`config.mk`:
```
export PLATFORM = sky130hd
export DESIGN_NAME = nibble_serial_adder_flat
export DESIGN_NICKNAME = d
export VERILOG_FILES = /design/src/rtl/nibble_serial_adder_if.sv /design/src/rtl/nibble_serial_adder.sv /design/src/flat_wrapper.sv
export SDC_FILE = /design/constraint.sdc
export NUM_CORES = 1
export LEC_CHECK = 0
export ABC_AREA = 1
export BUFFER_PORTS_ARGS = -buffer_cell sky130_fd_sc_hd__buf_4
export CORE_MARGIN = 4
export CORE_UTILIZATION = 55
export DETAILED_ROUTE_END_ITERATION = 12
export GPL_ROUTABILITY_DRIVEN = 0
export MAX_ROUTING_LAYER = met4
export PLACE_DENSITY = 0.79
export SYNTH_ARGS = -nofsm -noshare
export SYNTH_HDL_FRONTEND = slang
export SYNTH_SLANG_ARGS = --single-unit
```
`constraint.sdc`:
```
create_clock -name clk -period 2.9 [get_ports clk]
set_input_delay 0.145 -clock clk [delete_from_list [all_inputs] [get_ports clk]]
set_output_delay 0.145 -clock clk [all_outputs]
set_load 0.03 [all_outputs]
```
`src/rtl/nibble_serial_adder_if.sv`:
```
// Request/result bundle for the nibble-serial adder: the requester drives
// operands and start, the adder returns busy/done and the registered result.
interface nibble_serial_adder_if #(
  parameter int WIDTH = 16
) ();
  logic             start;
  logic [WIDTH-1:0] A;
  logic [WIDTH-1:0] B;
  logic             Cin;
  logic             busy;
  logic             done;
  logic [WIDTH-1:0] SUM;
  logic             Cout;

  modport master (
    output start, A, B, Cin,
    input  busy, done, SUM, Cout
  );

  modport slave (
    input  start, A, B, Cin,
    output busy, done, SUM, Cout
  );
endinterface

```
`src/rtl/nibble_serial_adder.sv`:
```
// Wide unsigned adder that reuses one 4-bit carry-look-ahead slice over
// WIDTH/4 clocks, LSB nibble first, with a registered inter-nibble carry.

module cla4_slice (
  input  logic [3:0] A,
  input  logic [3:0] B,
  input  logic       Cin,
  output logic [3:0] SUM,
  output logic       Cout
);
  logic [3:0] p;
  logic [3:0] g;
  logic [3:0] c;

  assign p = A ^ B;
  assign g = A & B;

  // Every carry is expanded directly from generate/propagate terms.
  assign c[0] = Cin;
  assign c[1] = g[0] | (p[0] & Cin);
  assign c[2] = g[1] | (p[1] & g[0]) | (p[1] & p[0] & Cin);
  assign c[3] = g[2] | (p[2] & g[1]) | (p[2] & p[1] & g[0])
              | (p[2] & p[1] & p[0] & Cin);
  assign Cout = g[3] | (p[3] & g[2]) | (p[3] & p[2] & g[1])
              | (p[3] & p[2] & p[1] & g[0]) | (p[3] & p[2] & p[1] & p[0] & Cin);

  assign SUM = p ^ c;
endmodule

module nibble_serial_adder #(
  parameter int WIDTH = 16
) (
  input  logic                  clk,
  input  logic                  rst,
  nibble_serial_adder_if.slave  bus
);
  localparam int N  = WIDTH / 4;
  localparam int CW = (N > 1) ? $clog2(N) : 1;
  localparam logic [CW-1:0] LAST = CW'(N - 1);

  typedef enum logic {IDLE, RUN} state_t;

  state_t           state_reg;
  state_t           state_next;
  logic [CW-1:0]    cnt_reg;
  logic [WIDTH-1:0] opa_reg;
  logic [WIDTH-1:0] opb_reg;
  logic [WIDTH-1:0] acc_reg;
  logic [WIDTH-1:0] acc_next;
  logic             carry_reg;
  logic [WIDTH-1:0] sum_reg;
  logic             cout_reg;
  logic             done_reg;

  logic             load;
  logic             step;
  logic             finish;
  logic             busy;

  logic [3:0]       a_sel;
  logic [3:0]       b_sel;
  logic [3:0]       slice_sum;
  logic             slice_cout;

  always_ff @(posedge clk) begin
    if (rst) begin
      state_reg <= IDLE;
    end else begin
      state_reg <= state_next;
    end
  end

  always_comb begin
    state_next = state_reg;
    case (state_reg)
      IDLE:    if (bus.start) state_next = RUN;
      RUN:     if (cnt_reg == LAST) state_next = IDLE;
      default: state_next = IDLE;
    endcase
  end

  always_comb begin
    load   = 1'b0;
    step   = 1'b0;
    finish = 1'b0;
    busy   = 1'b0;
    case (state_reg)
      IDLE: load = bus.start;
      RUN: begin
        busy   = 1'b1;
        step   = 1'b1;
        finish = (cnt_reg == LAST);
      end
      default: ;
    endcase
  end

  always_comb begin
    a_sel = 4'h0;
    b_sel = 4'h0;
    for (int i = 0; i < N; i++) begin
      if (cnt_reg == CW'(i)) begin
        a_sel = opa_reg[i*4 +: 4];
        b_sel = opb_reg[i*4 +: 4];
      end
    end
  end

  cla4_slice u_slice (
    .A    (a_sel),
    .B    (b_sel),
    .Cin  (carry_reg),
    .SUM  (slice_sum),
    .Cout (slice_cout)
  );

  // Partial sum with the current nibble merged in; on the last nibble this is the full result.
  generate
    for (genvar gi = 0; gi < N; gi++) begin : g_acc
      assign acc_next[gi*4 +: 4] = (cnt_reg == CW'(gi)) ? slice_sum : acc_reg[gi*4 +: 4];
    end
  endgenerate

  always_ff @(posedge clk) begin
    if (rst) begin
      cnt_reg   <= '0;
      opa_reg   <= '0;
      opb_reg   <= '0;
      acc_reg   <= '0;
      carry_reg <= 1'b0;
      sum_reg   <= '0;
      cout_reg  <= 1'b0;
      done_reg  <= 1'b0;
    end else begin
      done_reg <= 1'b0;
      if (load) begin
        opa_reg   <= bus.A;
        opb_reg   <= bus.B;
        carry_reg <= bus.Cin;
        cnt_reg   <= '0;
        acc_reg   <= '0;
      end
      if (step) begin
        acc_reg   <= acc_next;
        carry_reg <= slice_cout;
        cnt_reg   <= cnt_reg + 1'b1;
      end
      if (finish) begin
        sum_reg  <= acc_next;
        cout_reg <= slice_cout;
        done_reg <= 1'b1;
        cnt_reg  <= '0;
      end
    end
  end

  assign bus.busy = busy;
  assign bus.done = done_reg;
  assign bus.SUM  = sum_reg;
  assign bus.Cout = cout_reg;
endmodule

```
`src/flat_wrapper.sv`:
```
// flat-port wrapper written by rule: the top's interface ports become plain ports
module nibble_serial_adder_flat 
#(
  parameter int WIDTH = 16
)
  (clk, rst, bus_start, bus_A, bus_B, bus_Cin, bus_busy, bus_done, bus_SUM, bus_Cout);
  nibble_serial_adder_if #(.WIDTH(WIDTH)) bus_i ();
  input  logic clk;
  input  logic rst;
  input wire logic [$bits(bus_i.start)-1:0] bus_start;
  input wire logic [$bits(bus_i.A)-1:0] bus_A;
  input wire logic [$bits(bus_i.B)-1:0] bus_B;
  input wire logic [$bits(bus_i.Cin)-1:0] bus_Cin;
  output wire logic [$bits(bus_i.busy)-1:0] bus_busy;
  output wire logic [$bits(bus_i.done)-1:0] bus_done;
  output wire logic [$bits(bus_i.SUM)-1:0] bus_SUM;
  output wire logic [$bits(bus_i.Cout)-1:0] bus_Cout;
  assign bus_i.start = bus_start;
  assign bus_i.A = bus_A;
  assign bus_i.B = bus_B;
  assign bus_i.Cin = bus_Cin;
  assign bus_busy = bus_i.busy;
  assign bus_done = bus_i.done;
  assign bus_SUM = bus_i.SUM;
  assign bus_Cout = bus_i.Cout;
  nibble_serial_adder #(.WIDTH(WIDTH)) u_core (.clk(clk), .rst(rst), .bus(bus_i));
endmodule
```
==> summary.md, run 1 <==
| Metric | Value |
|---|---|
| Status | complete, no violations |
| Initial core utilization | slightly below 60% |
| Final worst slack | slightly above 300 ps |
| Multi-input gate area | 1480 um^2 |
| DRC viols | 0 |
| Relative slew slack | 64.1% |
| TritonCTS Buffers | 9 |
| FF-to-FF path depth | 16 |
| Io pins | between 50 and 60 |
| Die X | approximately 82 um |
| Worst endpoint required time | 3100 ps |
| Sinks on Clock Net | 69 |
| Drt wl/cell | 12.6 um |
| Ant. Diodes | 0 |
| GRT overflow | 0 |
| Post-CTS setup buffers | 0 |
| Syn_area_per_cell | 7.78 um^2 |
| EDFF count, synth | 0 |
| Hold Crit Class | in2reg |
| Initial DRC count | around 120 |
| Routed WL | 6480 um |
| Vias in the first global route | 2,519 |
| Yosys top cell by area | dfxtp_1 |
| Number of antenna violations at the first check in global routing | 0 |
| Maximum VDD drop | roughly 0.35 mV |
| Worst Setup EP | u_core.acc_reg[3] |
| Core box area | roughly 5200 um^2 |
| RSZ-0062 raised after global routing | no |
| Antenna-violating nets left | 0 |
| Most frequent cell after synthesis | nand2_1 |
| Layout Skew | 8.08 ps |
| Largest net degree at the start of global routing | 52 |
| Via count | around 2,700 |
| R2R Setup Slk | 310 ps |
| Final Max Tran Viols | 0 |
| Max-cap viol count | 0 |
| Dominant cells by area after synthesis | dfxtp_1 45%, nand2_1 15%, a21oi_1 9.0% |
| Setup TNS | 0 ps |
| Final setup fails | 0 |
| CTS clk-pin slew, worst paths | around 70 ps |
| Drt pass-1 iters | 4 |
| Reg-to-Reg End | u_core.acc_reg[3] |
| Skew-Pair Late Insertion Delay | 340 ps |
| Power Dens Cells | roughly 550 nW/um^2 |
| CTS tree | yes |
| Register Area | around 1400 um^2 |
| Finished Layout Cells | 513 |
| Slew @ Worst Pin | around 540 ps |
| Largest fanout on the critical path | 8 |
| CTS max path bufs | 2 |
| Die Area | ~6800 um^2 |
| Worst Setup Path Type | reg2reg |
| Final Net Count | 486 |
| Period Utilization, post-route | 89.4% |
| Clock H-tree levels | 3 |
| Port Buf Inserts | between 50 and 60 |
| First-pass GRT wire length | 10,800 um |
| Yosys cell types | 31 |
| FF+latch count, synth | 69 |
| Reg2reg start | u_core.cnt_reg[0] |
| Dpl cells | 499 |
| Worst setup SP type | register |
| Max Freq | 386 MHz |
| Post-synth top cells | 123 x nand2_1, 69 x dfxtp_1, 55 x a21oi_1 |
| Syn_nets | 438 |
| CTS root buf | clkbuf_8 |
| Fillers | 455 |
| Post-synth top area share | 45.3% |
| Worst setup path start | u_core.cnt_reg[0] |
| CP Capture Type | register |
| Synth Cell Area | slightly above 3000 um^2 |
| Ys flop type | dfxtp_1 |
| Layout cells sized above 1 | 21.9% |
| Synthesis Warnings | 0 |
| Fin crit period | 2590 ps |
| Leak | 1.59 nW |
| Via density | approximately 5.3 |
| Area delta synth->final | 18.6% |
| Async set-reset flop share out of synthesis | 0% |
| Final HPWL DP | ~4500 um |
| Chip height | around 82 um |
| Post-synthesis sequential area ratio | around 45% |
| Gr usage total | 21.3% |
| Dpl ws | ~220 ps |
| Post-Syn Instances | 392 |
| Hold_sp | bus_B[6] |
| Final hold violation count | 0 |
| Row count | 26 |
| WP data arrival | ~2800 ps |
-- placed cells by master, fill, tap and decap left out, drive strengths merged --
cell type / Yosys / routed
o21ai: 18 / 18
a22oi: 7 / 7
nand3: 24 / 24
nand2: 129 / 129
a21oi: 55 / 55
o21a: 1 / 1
fa: 1 / 1
dfxtp: 69 / 69
a22o: 6 / 6
a211oi: 1 / 1
a31oi: 1 / 1
ha: 9 / 9
xnor2: 1 / 1
or2: 8 / 8
nand4: 2 / 2
inv: 15 / 15
nor2: 19 / 19
buf: 18 / 59
a2bb2oi: 4 / 4
clkinv: 0 / 2
clkbuf: 4 / 12
-- how the worst min path moves through the flow --
| stage | end | depth (start not counted) |
|---|---|---|
| after floorplan | u_core.opa_reg[0] | 2 |
| after CTS | u_core.opb_reg[6] | 3 |
| after global routing | u_core.opb_reg[3] | 3 |
| final | u_core.opb_reg[6] | 3 |
| after global placement | u_core.opb_reg[3] | 3 |
| after detailed placement | u_core.opb_reg[6] | 3 |
-- stage by stage --
step | cell area, um^2 | hold slack (ps) | util [%] | total power [mW]
after floorplan | 3050 | 288 | - | 1.24
after global placement | 3440 | 397 | 65.7 | 1.31
after detailed placement | 3440 | 403 | 65.7 | 1.32
after CTS | 3610 | 49.6 | 68.9 | 1.98
after global routing | 3620 | 40.9 | 69.1 | 2.08
final | 3620 | 47.0 | 69.1 | 1.98
-- worst max-delay path: stages (launching register included) --
cell	delay (ps)
dfxtp_1	360
inv_1	100
ha_1	220
inv_1	150
nor2_4	90
a22oi_1	170
nand2_1	60
o21ai_0	90
a21oi_1	100
ha_1	350
or2_0	250
nand2_2	90
nand2_2	60
nand2_2	90
nand3_1	110
nand3_1	90
a21oi_1	60
-- what timing repair did --
action,4_1_cts,5_1_grt
gates resized for setup,0,3
hold buffers,0,0
setup endpoints to repair,0,12
-- where the power goes --
group	switching, mW	internal [mW]
Combinational	0.174	0.119
Sequential	0.0210	0.984
Clock	0.336	0.345
Total	0.531	1.45
-- kinds of logic (layout without fill, tap and decap cells) --
kind of cell             Yosys count  in the layout  synth area share (%)
adder cells (fa/ha/maj)           10             10                  4.35
AO/OA/AOI/OAI                     93             93                  17.4
AND/OR/NAND/NOR                  182            182                  26.2
flip-flops                        69             69                  45.3
XOR/XNOR                           1              1                 0.287
buffers and inverters             37             88                  6.44
-- layout make-up --
type	instances	area share, %
clock buffers	12	4.29
flip-flops and latches	69	38.2
inverters	15	1.63
repair buffers	59	12.2
well taps	70	2.42
clock inverters	2	0.277
multi-input cells	286	41.0
-- routing by layer --
| layer | share of wire, % | vias up | track usage, % |
|---|---|---|---|
| met4 | 2.0 | 0 | 9.97 |
| met2 | 46 | 79 | 33.3 |
| met1 | 46 | 1239 | 26.5 |
| met3 | 6.3 | 17 | 4.23 |
| met5 | 0 | - | - |
| li1 | - | 1387 | - |
(Power assumes the default switching activity.)
==> run 2, diff against run 1 <==
--- a/config.mk
+++ b/config.mk
@@ -8,5 +8,5 @@
 export ABC_AREA = 1
 export BUFFER_PORTS_ARGS = -buffer_cell sky130_fd_sc_hd__buf_4
-export CORE_MARGIN = 4
+export CORE_MARGIN = 3
 export CORE_UTILIZATION = 55
 export DETAILED_ROUTE_END_ITERATION = 12
==> constraint.sdc (replaced) <==
create_clock -name clk -period 2.9 [get_ports clk]
set_input_delay 0.58 -clock clk [delete_from_list [all_inputs] [get_ports clk]]
set_output_delay 0.58 -clock clk [all_outputs]
set_load 0.03 [all_outputs]
==> run 2 against run 1 <==
  * Wire length up 5.9%
  * Clock skew down 2.1 ps
  * Count of clock-buffer cells in the layout up 1
  * Via count down 1.1%
  * Combinational power up 6.8%
  * Global-route usage up 2.0 points
  * Worst setup slack worse by 38 ps
  * Fmax down 1.4%
  * Clock power up 6.8%
  * Sequential cell count unchanged
  * Critical endpoint is now u_core.acc_reg[7]
==> summary.md, run 2 (synthesis gave the netlist of run 1 again) <==
| Metric | Value |
|---|---|
| Core box area | 5240 um^2 (unchanged) |
| Status | complete, no violations |
| Gr usage total | 23.3% (+2.0 points) |
| WP data arrival | 2840 ps (+40 ps) |
| Antenna-violating nets left | 0 (unchanged) |
| Final Max Tran Viols | 0 (unchanged) |
| Die Area | 6470 um^2 (-4.8%) |
| CP Capture Type | register |
| Final worst slack | 268 ps (-38.0 ps) |
| Via density | 5.22 (-1.7%) |
| Initial DRC count | 129 (+6.6%) |
| Final hold violation count | 0 (unchanged) |
| Ant. Diodes | 0 (unchanged) |
| Commonest non-fill, non-tap cell in the layout | nand2_1 |
| Commonest non-fill, non-tap cells in the layout | 123 x nand2_1, 69 x dfxtp_1, 62 x buf_4, 54 x a21oi_1, 20 x nand3_1 |
| Layout Skew | 5.97 ps (-2.11 ps) |
| Skew-Pair Late Insertion Delay | 350 ps (about the same) |
| Max-cap viol count | 0 (unchanged) |
| Number of antenna violations at the first check in global routing | 0 (unchanged) |
| Final setup fails | 0 (unchanged) |
| Layout cells sized above 1 | 23.3% (+1.4 points) |
| DRC viols | 0 (unchanged) |
| Fillers | 443 (-2.6%) |
| Multi-input gate area | 1490 um^2 (+0.76%) |
| Drt wl/cell | 13.3 um (+5.2%) |
| Post-CTS Hold Fix Bufs | 0 (unchanged) |
| Area delta synth->final | 20.4% |
| Period Utilization, post-route | 90.8% (+1.3 points) |
| Maximum VDD drop | 0.314 mV (-10%) |
| Dpl ws | 251 ps (+30.5 ps) |
| CTS clk-pin slew, worst paths | 70 ps (about the same) |
| Routed WL | 6860 um (+5.9%) |
| Worst endpoint required time | 3110 ps (about the same) |
| Power Dens Cells | 557 nW/um^2 (+1.9%) |
| Slew @ Worst Pin | 558 ps (+19.6 ps) |
| GRT overflow | 0 (unchanged) |
| Io pins | 55 (unchanged) |
| Fin crit period | 2630 ps (+38.0 ps) |
| Row count | 26 (unchanged) |
| First-pass GRT wire length | 11,200 um (+3.8%) |
| CTS root buf | clkbuf_8 |
| Vias in the first global route | 2,502 (-0.67%) |
| Clock H-tree levels | 3 (unchanged) |
| Total power | 2.05 mW (+3.3%) |
| Leak | 1.62 nW (+1.8%) |
| Port Buf Inserts | 54 (unchanged) |
| Largest net degree at the start of global routing | 52 (unchanged) |
| TritonCTS Buffers | 9 (unchanged) |
| Worst Setup Path Type | reg2reg |
| Sinks on Clock Net | 69 (unchanged) |
| Final HPWL DP | 4680 um (+4.5%) |
| Die X | 80.5 um (-2.4%) |
| CTS max path bufs | 2 (unchanged) |
| Final Net Count | 489 (+0.62%) |
| Chip height | 80.5 um (-2.4%) |
| Worst setup SP type | register |
| CTS tree | yes |
| Core Util, Final | 70.1% (+1.0 points) |
| Max Freq | 380 MHz (-1.4%) |
| Largest fanout on the critical path | 8 (unchanged) |
| Initial core utilization | 58.2% (unchanged) |
| Hold Crit Class | reg2reg |
| Drt pass-1 iters | 4 (unchanged) |
| Relative slew slack | 62.8% (-1.3 points) |
| Via count | 2,692 (-1.1%) |
| Setup TNS | 0 ps (unchanged) |
| Register Area | 1380 um^2 (unchanged) |
==> run 2: worst paths after layout <==
path | from | to | slack (ps) | depth (start not counted)
worst max-delay path | u_core.cnt_reg[0] | u_core.acc_reg[7] | 270 | 16
worst min-delay path | u_core.bus.SUM[11] | u_core.bus.SUM[11] | 450 | 2
worst max register to register | u_core.cnt_reg[0] | u_core.acc_reg[7] | 270 | 16
worst min register to register | u_core.bus.SUM[11] | u_core.bus.SUM[11] | 450 | 2
==> run 2: power by group <==
group / internal, mW / switching (mW)
Combinational: 0.130 / 0.183
Sequential: 0.984 / 0.0221
Clock: 0.393 / 0.334
==> run 2: final cells by class <==
class | count | share of cell area [%]
Clock buffer | 13 | 4.88
Clock inverter | 1 | 0.136
Inverter | 15 | 1.60
Multi-Input combinational cell | 286 | 40.7
Sequential cell | 69 | 37.6
Tap cell | 70 | 2.39
Timing Repair Buffer | 62 | 12.7
==> run 2: per-stage QoR <==
stage / hold slack, ps / cells / instance area, um^2
6_report: 451 / 516 / 3670
5_1_grt: 477 / 516 / 3670
4_1_cts: 456 / 513 / 3630
3_5_place_dp: 444 / 499 / 3440
3_3_place_gp: 439 / 499 / 3440
2_1_floorplan: 439 / 392 / 3050
==> run 2: metal layers <==
metal / share of wire [%] / GRT usage, % / up-vias
met3: 5.5 / 5.16 / 17
met1: 45 / 27.9 / 1204
met2: 47 / 36.3 / 77
li1: - / - / 1394
met4: 2.3 / 12.8 / 0
met5: 0 / - / -
==> run 2: critical path, stage by stage (launching register included) <==
cell	delay, ps
dfxtp_1	340
inv_2	110
ha_1	210
inv_1	100
nor2_4	210
a22oi_1	100
nand2_1	60
o21ai_0	80
a21oi_1	200
ha_1	310
or2_0	260
nand2_2	90
nand2_2	60
nand2_2	90
nand3_1	100
nand3_1	110
a21oi_1	70
==> run 2: timing repair <==
| action | in CTS | in global routing |
|---|---|---|
| endpoints found under the setup margin | 0 | 12 |
| gates resized for setup | 0 | 6 |
| hold endpoints to repair | 0 | 0 |
| setup buffers | 0 | 3 |
